`config.mk`:
```
export PLATFORM = sky130hd
export DESIGN_NAME = pipe_hazard_ctrl_flat
export DESIGN_NICKNAME = d
export VERILOG_FILES = /design/src/rtl/pipe_hazard_ctrl_pkg.sv /design/src/rtl/pipe_hazard_ctrl_if.sv /design/src/rtl/pipe_hazard_ctrl_haz_detect.sv /design/src/rtl/pipe_hazard_ctrl.sv /design/src/flat_wrapper.sv
export SDC_FILE = /design/constraint.sdc
export NUM_CORES = 1
export LEC_CHECK = 0
export BUFFER_PORTS_ARGS = -buffer_cell sky130_fd_sc_hd__buf_2
export CORE_AREA = 2 2 51 53
export CTS_BUF_LIST = sky130_fd_sc_hd__clkbuf_2 sky130_fd_sc_hd__clkbuf_4 sky130_fd_sc_hd__clkbuf_8
export DETAILED_ROUTE_END_ITERATION = 16
export DIE_AREA = 0 0 53 55
export PLACE_DENSITY = 0.73
export SLEW_MARGIN = 20
export SYNTH_ARGS = -nofsm -noshare
export SYNTH_HDL_FRONTEND = slang
export SYNTH_SLANG_ARGS = --single-unit
```
`constraint.sdc`:
```
create_clock -name clk -period 2.5 [get_ports clk]
set_clock_uncertainty 0.05 [all_clocks]
set_input_delay 0.375 -clock clk [delete_from_list [all_inputs] [get_ports clk]]
set_output_delay 0.375 -clock clk [all_outputs]
set_load 0.02 [all_outputs]
```
`src/rtl/pipe_hazard_ctrl_pkg.sv`:
```
// pipe_ctrl_pkg: shared Y86 icodes, register/status codes and control FSM states.
package pipe_ctrl_pkg;
  localparam logic [3:0] I_HALT   = 4'h0;
  localparam logic [3:0] I_NOP    = 4'h1;
  localparam logic [3:0] I_RRMOVL = 4'h2;
  localparam logic [3:0] I_IRMOVL = 4'h3;
  localparam logic [3:0] I_RMMOVL = 4'h4;
  localparam logic [3:0] I_MRMOVL = 4'h5;
  localparam logic [3:0] I_OPL    = 4'h6;
  localparam logic [3:0] I_JXX    = 4'h7;
  localparam logic [3:0] I_CALL   = 4'h8;
  localparam logic [3:0] I_RET    = 4'h9;
  localparam logic [3:0] I_PUSHL  = 4'hA;
  localparam logic [3:0] I_POPL   = 4'hB;
  localparam logic [3:0] I_MC     = 4'hC;
  localparam logic [3:0] RNONE    = 4'hF;
  localparam logic [2:0] S_AOK    = 3'd1;
  localparam logic [2:0] S_HLT    = 3'd2;
  localparam logic [2:0] S_ADR    = 3'd3;
  localparam logic [2:0] S_INS    = 3'd4;
  typedef enum logic [1:0] {RUN = 2'd0, RET_WAIT = 2'd1, MC_BUSY = 2'd2, HALTED = 2'd3} ctrl_state_t;
endpackage

```
`src/rtl/pipe_hazard_ctrl_if.sv`:
```
// pipe_hazard_ctrl_if: pipeline status in, stage stall/bubble controls out.
interface pipe_hazard_ctrl_if #(
  parameter int ICODE_W = 4,
  parameter int REG_W   = 4,
  parameter int NUM_SRC = 2,
  parameter int STAT_W  = 3
);
  logic [ICODE_W-1:0]       D_icode, E_icode, M_icode;
  logic [REG_W-1:0]         E_dstM;
  logic [NUM_SRC*REG_W-1:0] d_src;
  logic                     e_cnd;
  logic [STAT_W-1:0]        m_stat, W_stat;
  logic                     F_stall, D_stall, D_bubble, E_stall, E_bubble, M_bubble, W_stall;
  logic                     set_cc_dis, halted;
  logic [1:0]               ctrl_state;
  modport master (
    output D_icode, E_icode, M_icode, E_dstM, d_src, e_cnd, m_stat, W_stat,
    input  F_stall, D_stall, D_bubble, E_stall, E_bubble, M_bubble, W_stall, set_cc_dis, halted, ctrl_state
  );
  modport slave (
    input  D_icode, E_icode, M_icode, E_dstM, d_src, e_cnd, m_stat, W_stat,
    output F_stall, D_stall, D_bubble, E_stall, E_bubble, M_bubble, W_stall, set_cc_dis, halted, ctrl_state
  );
endinterface

```
`src/rtl/pipe_hazard_ctrl_haz_detect.sv`:
```
// haz_detect: combinational mispredict, load-use and exception terms.
module haz_detect
  import pipe_ctrl_pkg::*;
#(
  parameter int ICODE_W = 4,
  parameter int REG_W   = 4,
  parameter int NUM_SRC = 2,
  parameter int STAT_W  = 3
) (
  input  logic [ICODE_W-1:0]       E_icode,
  input  logic [REG_W-1:0]         E_dstM,
  input  logic [NUM_SRC*REG_W-1:0] d_src,
  input  logic                     e_cnd,
  input  logic [STAT_W-1:0]        m_stat,
  input  logic [STAT_W-1:0]        W_stat,
  output logic                     mispredict,
  output logic                     load_use,
  output logic                     except
);
  logic [NUM_SRC-1:0] hit;
  for (genvar i = 0; i < NUM_SRC; i++) begin : g_src
    assign hit[i] = d_src[i*REG_W +: REG_W] == E_dstM;
  end
  assign mispredict = E_icode == ICODE_W'(I_JXX) && !e_cnd;
  assign load_use   = (E_icode == ICODE_W'(I_MRMOVL) || E_icode == ICODE_W'(I_POPL)) &&
                      E_dstM != {REG_W{1'b1}} && |hit;
  assign except     = m_stat != STAT_W'(S_AOK) || W_stat != STAT_W'(S_AOK);
endmodule

```
`src/rtl/pipe_hazard_ctrl.sv`:
```
// pipe_hazard_ctrl: Y86 pipeline hazard FSM and stall/bubble priority mux.
// HAZ_PERF_CNT_EN adds saturating mispredict/load-use/ret-stall counters.
module pipe_hazard_ctrl
  import pipe_ctrl_pkg::*;
#(
  parameter int                 ICODE_W   = 4,
  parameter int                 REG_W     = 4,
  parameter int                 NUM_SRC   = 2,
  parameter int                 STAT_W    = 3,
  parameter int                 RET_DEPTH = 3,
  parameter logic [ICODE_W-1:0] MC_ICODE  = 4'hC,
  parameter int                 MC_LAT    = 4
) (
  input  logic               clk,
  input  logic               rst_n,
  pipe_hazard_ctrl_if.slave  hif
`ifdef HAZ_PERF_CNT_EN
  ,
  output logic [15:0]        perf_mispredict,
  output logic [15:0]        perf_load_use,
  output logic [15:0]        perf_ret_stall
`endif
);
  ctrl_state_t state, state_nxt;
  logic [2:0] ret_cnt, ret_nxt;
  logic [3:0] mc_cnt, mc_nxt;
  logic mis, lu, exc, w_bad, d_ret, mc_go;
  logic f_s, d_s, d_b, e_s, e_b, m_b, w_s, hlt;
  haz_detect #(.ICODE_W(ICODE_W), .REG_W(REG_W), .NUM_SRC(NUM_SRC), .STAT_W(STAT_W)) u_haz (
    .E_icode(hif.E_icode), .E_dstM(hif.E_dstM), .d_src(hif.d_src), .e_cnd(hif.e_cnd),
    .m_stat(hif.m_stat), .W_stat(hif.W_stat), .mispredict(mis), .load_use(lu), .except(exc)
  );
  assign w_bad = hif.W_stat != STAT_W'(S_AOK);
  assign d_ret = hif.D_icode == ICODE_W'(I_RET);
  assign mc_go = MC_LAT > 1 && hif.E_icode == MC_ICODE && (state == RUN || state == RET_WAIT);
  always_comb begin
    {f_s, d_s, d_b, e_s, e_b, m_b, w_s, hlt} = '0;
    state_nxt = state;
    ret_nxt   = ret_cnt;
    mc_nxt    = mc_cnt;
    if (state == HALTED || w_bad) begin
      {f_s, d_s, e_s, w_s, m_b, hlt} = '1;
      state_nxt = HALTED;
    end else if (state == MC_BUSY) begin
      {f_s, d_s, e_s, m_b} = '1;
      mc_nxt = mc_cnt - 4'd1;
      // a ret window interrupted by the op resumes where it left off
      if (mc_cnt == 4'd1) state_nxt = ret_cnt != 3'd0 ? RET_WAIT : RUN;
    end else begin
      if (mis) begin
        {d_b, e_b} = '1;
        ret_nxt   = 3'd0;
        state_nxt = RUN;
      end else if (lu) begin
        {f_s, d_s, e_b} = '1;
        if (state == RET_WAIT) begin
          ret_nxt = ret_cnt - 3'd1;
          if (ret_cnt == 3'd1) state_nxt = RUN;
        end
      end else if (state == RET_WAIT) begin
        {f_s, d_b} = '1;
        ret_nxt = ret_cnt - 3'd1;
        if (ret_cnt == 3'd1) state_nxt = RUN;
      end else if (d_ret) begin
        {f_s, d_b} = '1;
        ret_nxt   = 3'(RET_DEPTH - 1);
        state_nxt = RET_DEPTH > 1 ? RET_WAIT : RUN;
      end
      if (mc_go) begin
        state_nxt = MC_BUSY;
        mc_nxt    = 4'(MC_LAT - 1);
      end
    end
  end
  always_ff @(posedge clk or negedge rst_n) begin
    if (!rst_n) begin
      state   <= RUN;
      ret_cnt <= 3'd0;
      mc_cnt  <= 4'd0;
    end else begin
      state   <= state_nxt;
      ret_cnt <= ret_nxt;
      mc_cnt  <= mc_nxt;
    end
  end
  // outputs are forced low while reset is held, whatever the inputs do
  assign hif.F_stall    = rst_n & f_s;
  assign hif.D_stall    = rst_n & d_s;
  assign hif.D_bubble   = rst_n & d_b;
  assign hif.E_stall    = rst_n & e_s;
  assign hif.E_bubble   = rst_n & e_b;
  assign hif.M_bubble   = rst_n & (m_b | exc);
  assign hif.W_stall    = rst_n & w_s;
  assign hif.set_cc_dis = rst_n & exc;
  assign hif.halted     = rst_n & hlt;
  assign hif.ctrl_state = state;
  assert property (@(posedge clk) disable iff (!rst_n)
    !(hif.D_stall && hif.D_bubble) && !(hif.E_stall && hif.E_bubble));
`ifdef HAZ_PERF_CNT_EN
  logic free, r_mis, r_lu, r_ret;
  assign free  = !w_bad && (state == RUN || state == RET_WAIT);
  assign r_mis = free && mis;
  assign r_lu  = free && !mis && lu;
  assign r_ret = free && !mis && !lu && (state == RET_WAIT || d_ret);
  always_ff @(posedge clk or negedge rst_n) begin
    if (!rst_n) begin
      perf_mispredict <= '0;
      perf_load_use   <= '0;
      perf_ret_stall  <= '0;
    end else begin
      perf_mispredict <= perf_mispredict + 16'(r_mis && perf_mispredict != 16'hFFFF);
      perf_load_use   <= perf_load_use + 16'(r_lu && perf_load_use != 16'hFFFF);
      perf_ret_stall  <= perf_ret_stall + 16'(r_ret && perf_ret_stall != 16'hFFFF);
    end
  end
`endif
endmodule
```
`src/flat_wrapper.sv`:
```
// flat-port wrapper written by rule: the top's interface ports become plain ports
module pipe_hazard_ctrl_flat import pipe_ctrl_pkg::*;
#(
  parameter int                 ICODE_W   = 4,
  parameter int                 REG_W     = 4,
  parameter int                 NUM_SRC   = 2,
  parameter int                 STAT_W    = 3,
  parameter int                 RET_DEPTH = 3,
  parameter logic [ICODE_W-1:0] MC_ICODE  = 4'hC,
  parameter int                 MC_LAT    = 4
)
  (clk, rst_n, hif_D_icode, hif_E_icode, hif_M_icode, hif_E_dstM, hif_d_src, hif_e_cnd, hif_m_stat, hif_W_stat, hif_F_stall, hif_D_stall, hif_D_bubble, hif_E_stall, hif_E_bubble, hif_M_bubble, hif_W_stall, hif_set_cc_dis, hif_halted, hif_ctrl_state);
  pipe_hazard_ctrl_if #(.ICODE_W(ICODE_W), .REG_W(REG_W), .NUM_SRC(NUM_SRC), .STAT_W(STAT_W)) hif_i ();
  input  logic clk;
  input  logic rst_n;
  input wire logic [$bits(hif_i.D_icode)-1:0] hif_D_icode;
  input wire logic [$bits(hif_i.E_icode)-1:0] hif_E_icode;
  input wire logic [$bits(hif_i.M_icode)-1:0] hif_M_icode;
  input wire logic [$bits(hif_i.E_dstM)-1:0] hif_E_dstM;
  input wire logic [$bits(hif_i.d_src)-1:0] hif_d_src;
  input wire logic [$bits(hif_i.e_cnd)-1:0] hif_e_cnd;
  input wire logic [$bits(hif_i.m_stat)-1:0] hif_m_stat;
  input wire logic [$bits(hif_i.W_stat)-1:0] hif_W_stat;
  output wire logic [$bits(hif_i.F_stall)-1:0] hif_F_stall;
  output wire logic [$bits(hif_i.D_stall)-1:0] hif_D_stall;
  output wire logic [$bits(hif_i.D_bubble)-1:0] hif_D_bubble;
  output wire logic [$bits(hif_i.E_stall)-1:0] hif_E_stall;
  output wire logic [$bits(hif_i.E_bubble)-1:0] hif_E_bubble;
  output wire logic [$bits(hif_i.M_bubble)-1:0] hif_M_bubble;
  output wire logic [$bits(hif_i.W_stall)-1:0] hif_W_stall;
  output wire logic [$bits(hif_i.set_cc_dis)-1:0] hif_set_cc_dis;
  output wire logic [$bits(hif_i.halted)-1:0] hif_halted;
  output wire logic [$bits(hif_i.ctrl_state)-1:0] hif_ctrl_state;
  assign hif_i.D_icode = hif_D_icode;
  assign hif_i.E_icode = hif_E_icode;
  assign hif_i.M_icode = hif_M_icode;
  assign hif_i.E_dstM = hif_E_dstM;
  assign hif_i.d_src = hif_d_src;
  assign hif_i.e_cnd = hif_e_cnd;
  assign hif_i.m_stat = hif_m_stat;
  assign hif_i.W_stat = hif_W_stat;
  assign hif_F_stall = hif_i.F_stall;
  assign hif_D_stall = hif_i.D_stall;
  assign hif_D_bubble = hif_i.D_bubble;
  assign hif_E_stall = hif_i.E_stall;
  assign hif_E_bubble = hif_i.E_bubble;
  assign hif_M_bubble = hif_i.M_bubble;
  assign hif_W_stall = hif_i.W_stall;
  assign hif_set_cc_dis = hif_i.set_cc_dis;
  assign hif_halted = hif_i.halted;
  assign hif_ctrl_state = hif_i.ctrl_state;
  pipe_hazard_ctrl #(.ICODE_W(ICODE_W), .REG_W(REG_W), .NUM_SRC(NUM_SRC), .STAT_W(STAT_W), .RET_DEPTH(RET_DEPTH), .MC_ICODE(MC_ICODE), .MC_LAT(MC_LAT)) u_core (.clk(clk), .rst_n(rst_n), .hif(hif_i));
endmodule
```
==> out/qor.yml <==
global_routing:
  grt_pass1_vias: 892
  antenna_found_initial: 0
  grt_pass1_wl_um: 3484
  grt_overflow: 0
  track_usage: 0.1607
  grt_max_degree: 12
synthesis:
  synth_seq_area_share: 0.2239
  synthFlopType: "dfrtp_1"
  syn-num-nets: 159
  yosys_warnings: 0
  syn_avg_cell_area_um2: 8.598
  synth-edff-count: 0
  synthDistinctLibCells: 41
  synth_area_um2: 1006
  async_flop_share: 1.000
  yosys_register_bits: 9
  syn-instance-count: 117
final_layout:
  drive_gt1_frac: 0.3416
  layout_common_cells: "39 x buf_2, 10 x nor2_1, 10 x nand2_1"
  final_cell_count_no_fill: 191
  final_common_cell: "buf_2"
  syn2layout_area_growth_pct: 27.61
  fill_cells: 226
  multi_input_area_um2: 737.0
  design_area_um2: 1284
  diodes: 0
  nNetsFinal: 204
  area.sequential_um2: 225.2
routing:
  vias: 1016
  viasPerCell: 5.319
  route.detailed.wl_per_inst_um: 11.76
  postRouteAntennaNets: 0
  routed_wl_um: 2246
  drt_iter0_markers: 11
  dr.pass1.iters: 4
  drc_errors: 0
die:
  die_height_um: 55
  start_util: 0.4254
  core_um2: 2365
  io_pins: 44
  die_area_um2: 2915
  rows: 18
  fp.dieW_um: 53
sta:
  tns_ns: 0
  hold_viol: 0
  slew_headroom: 0.6644
  post-route-min-period_ns: 2.323
  finalCritPeriodShare: 0.9292
  rsz0062_at_grt: "false"
  fmax_mhz: 430.5
  maxSlewViolCount: 0
  tightest_slew_ns: 0.4966
  fin_ws_ns: 0.1770
  finalSetupViolCount: 0
clock_network:
  cts_sinks: 9
  path_clk_slew_ns: 0.06
  cts_tree: "done"
  insertion_delay_ns: 0.26
  numCtsBuffers: 3
  clock_tree.buffer_depth: 2
  htreeDepth: 1
  cts_root_buf: "clkbuf_4"
placed_design:
  placedCellCount: 186
  dp_slack_ns: 0.3616
  io_buffers: 39
  place_congestion: 0.8505
  dp_hpwl_um: 1885
  placed_area_um2: 1241
worst_hold_path:
  hold_class: "primary input to async pin"
outcome:
  status: "finished, final reports clean"
worst_setup_path:
  reg2regPathDepth: 7
  worstSetupEndpointType: "output port"
  path_class: "flip-flop to output port"
  cp.arrival_ns: 1.90
  crit_path_max_fanout: 6
  start_kind: "flip-flop"
  critPathRequiredTime_ns: 2.08
power_and_ir_drop:
  p_total_uw: 356.4
  pwr_density_cell_nw_per_um2: 277.7
  vdd_drop_max_mv: 0.1738
  power_leakage_nw: 0.6102
flow_run:
  drv_cap: 0
synthesized netlist by cell type (2+ instances only):
| master | instances | share of area |
|---|---|---|
| a21oi_1 | 7 | 0.035 |
| a31oi_1 | 4 | 0.025 |
| dfrtp_1 | 9 | 0.22 |
| ha_1 | 9 | 0.11 |
| inv_1 | 9 | 0.034 |
| mux2_2 | 2 | 0.022 |
| nand2_1 | 10 | 0.037 |
| nand2b_1 | 3 | 0.019 |
| nand4_1 | 2 | 0.012 |
| nor2_1 | 10 | 0.037 |
| nor3_1 | 2 | 0.010 |
| nor3b_1 | 3 | 0.022 |
| nor4_4 | 2 | 0.042 |
| o211ai_1 | 3 | 0.022 |
| o21ai_0 | 3 | 0.015 |
| o21ai_1 | 4 | 0.020 |
| o2bb2ai_1 | 2 | 0.017 |
| or2_1 | 3 | 0.019 |
| xor2_1 | 8 | 0.070 |
where the power goes:
group	internal, mW	total, mW	switching (mW)
registers	0.146	0.146	0
logic	0.0383	0.0857	0.0473
clock network	0.0724	0.125	0.0528
logic make-up (layout without fill, tap and decap cells):
group | Yosys count | in the layout | synth area share
compound gates | 33 | 33 | 0.2202
xor+xnor | 8 | 8 | 0.06965
fa+ha+maj | 9 | 9 | 0.1119
buf+inv | 11 | 55 | 0.04602
flops | 9 | 9 | 0.2239
mux | 3 | 3 | 0.03234
simple gates | 44 | 44 | 0.2960
path summary, 6_finish.rpt:
kind | start | endpoint | slack (ns)
setup / recovery | u_core.hif.ctrl_state[0] | hif_D_bubble | 0.18
setup reg to reg | u_core.hif.ctrl_state[1] | u_core.hif.ctrl_state[0] | 0.41
hold reg to reg | u_core.mc_cnt[3] | u_core.mc_cnt[3] | 0.47
min in group clk | hif_W_stat[1] | u_core.hif.ctrl_state[1] | 0.46
hold / removal | rst_n | u_core.mc_cnt[3] | 0.45
max in group asynchronous | rst_n | u_core.hif.ctrl_state[0] | 1.74
final cells by class:
cell class | instances | share of cell area
Clock buffer | 4 | 0.02339
Inverter | 9 | 0.02632
Multi-Input combinational cell | 97 | 0.5741
Sequential cell | 9 | 0.1754
Tap cell | 30 | 0.02924
Timing Repair Buffer | 42 | 0.1715
timing repair:
action / CTS / global route
endpoints found under the setup margin: 0 / 1
setup buffers: 0 / 0
endpoints found under the hold margin: 9 / 0
gates resized for setup: 0 / 2
hold buffers: 1 / 0
layer usage:
metal	wire (um)	global-route usage	share of wire	up-vias
met5	0	0	0	-
met4	32	0.08547	0.014	0
met3	103	0.01075	0.046	4
met2	1138	0.2875	0.51	40
met1	972	0.1941	0.43	456
li1	-	-	-	516
critical path: stages, from the launching register on:
cell and delay (ns):
dfrtp_1 0.42, ha_1 0.26, nor4b_4 0.24, and2_4 0.21, nand2_1 0.07, a211oi_1 0.23, buf_2 0.20
state kept, by name, indices dropped and copies added, names as in the netlist:
register and flops:
u_core.ret_cnt 3, u_core.hif.ctrl_state 2, u_core.mc_cnt 4
stage by stage:
| step | util | hold slack, ns |
|---|---|---|
| 2_1_floorplan | - | 0.02941 |
| 3_3_place_gp | 0.5249 | 0.1995 |
| 3_5_place_dp | 0.5249 | 0.2057 |
| 4_1_cts | 0.5418 | 0.4542 |
| 5_1_grt | 0.5429 | 0.4865 |
| 6_report | 0.5429 | 0.4519 |
No activity file was read; power rests on OpenSTA's default activity.
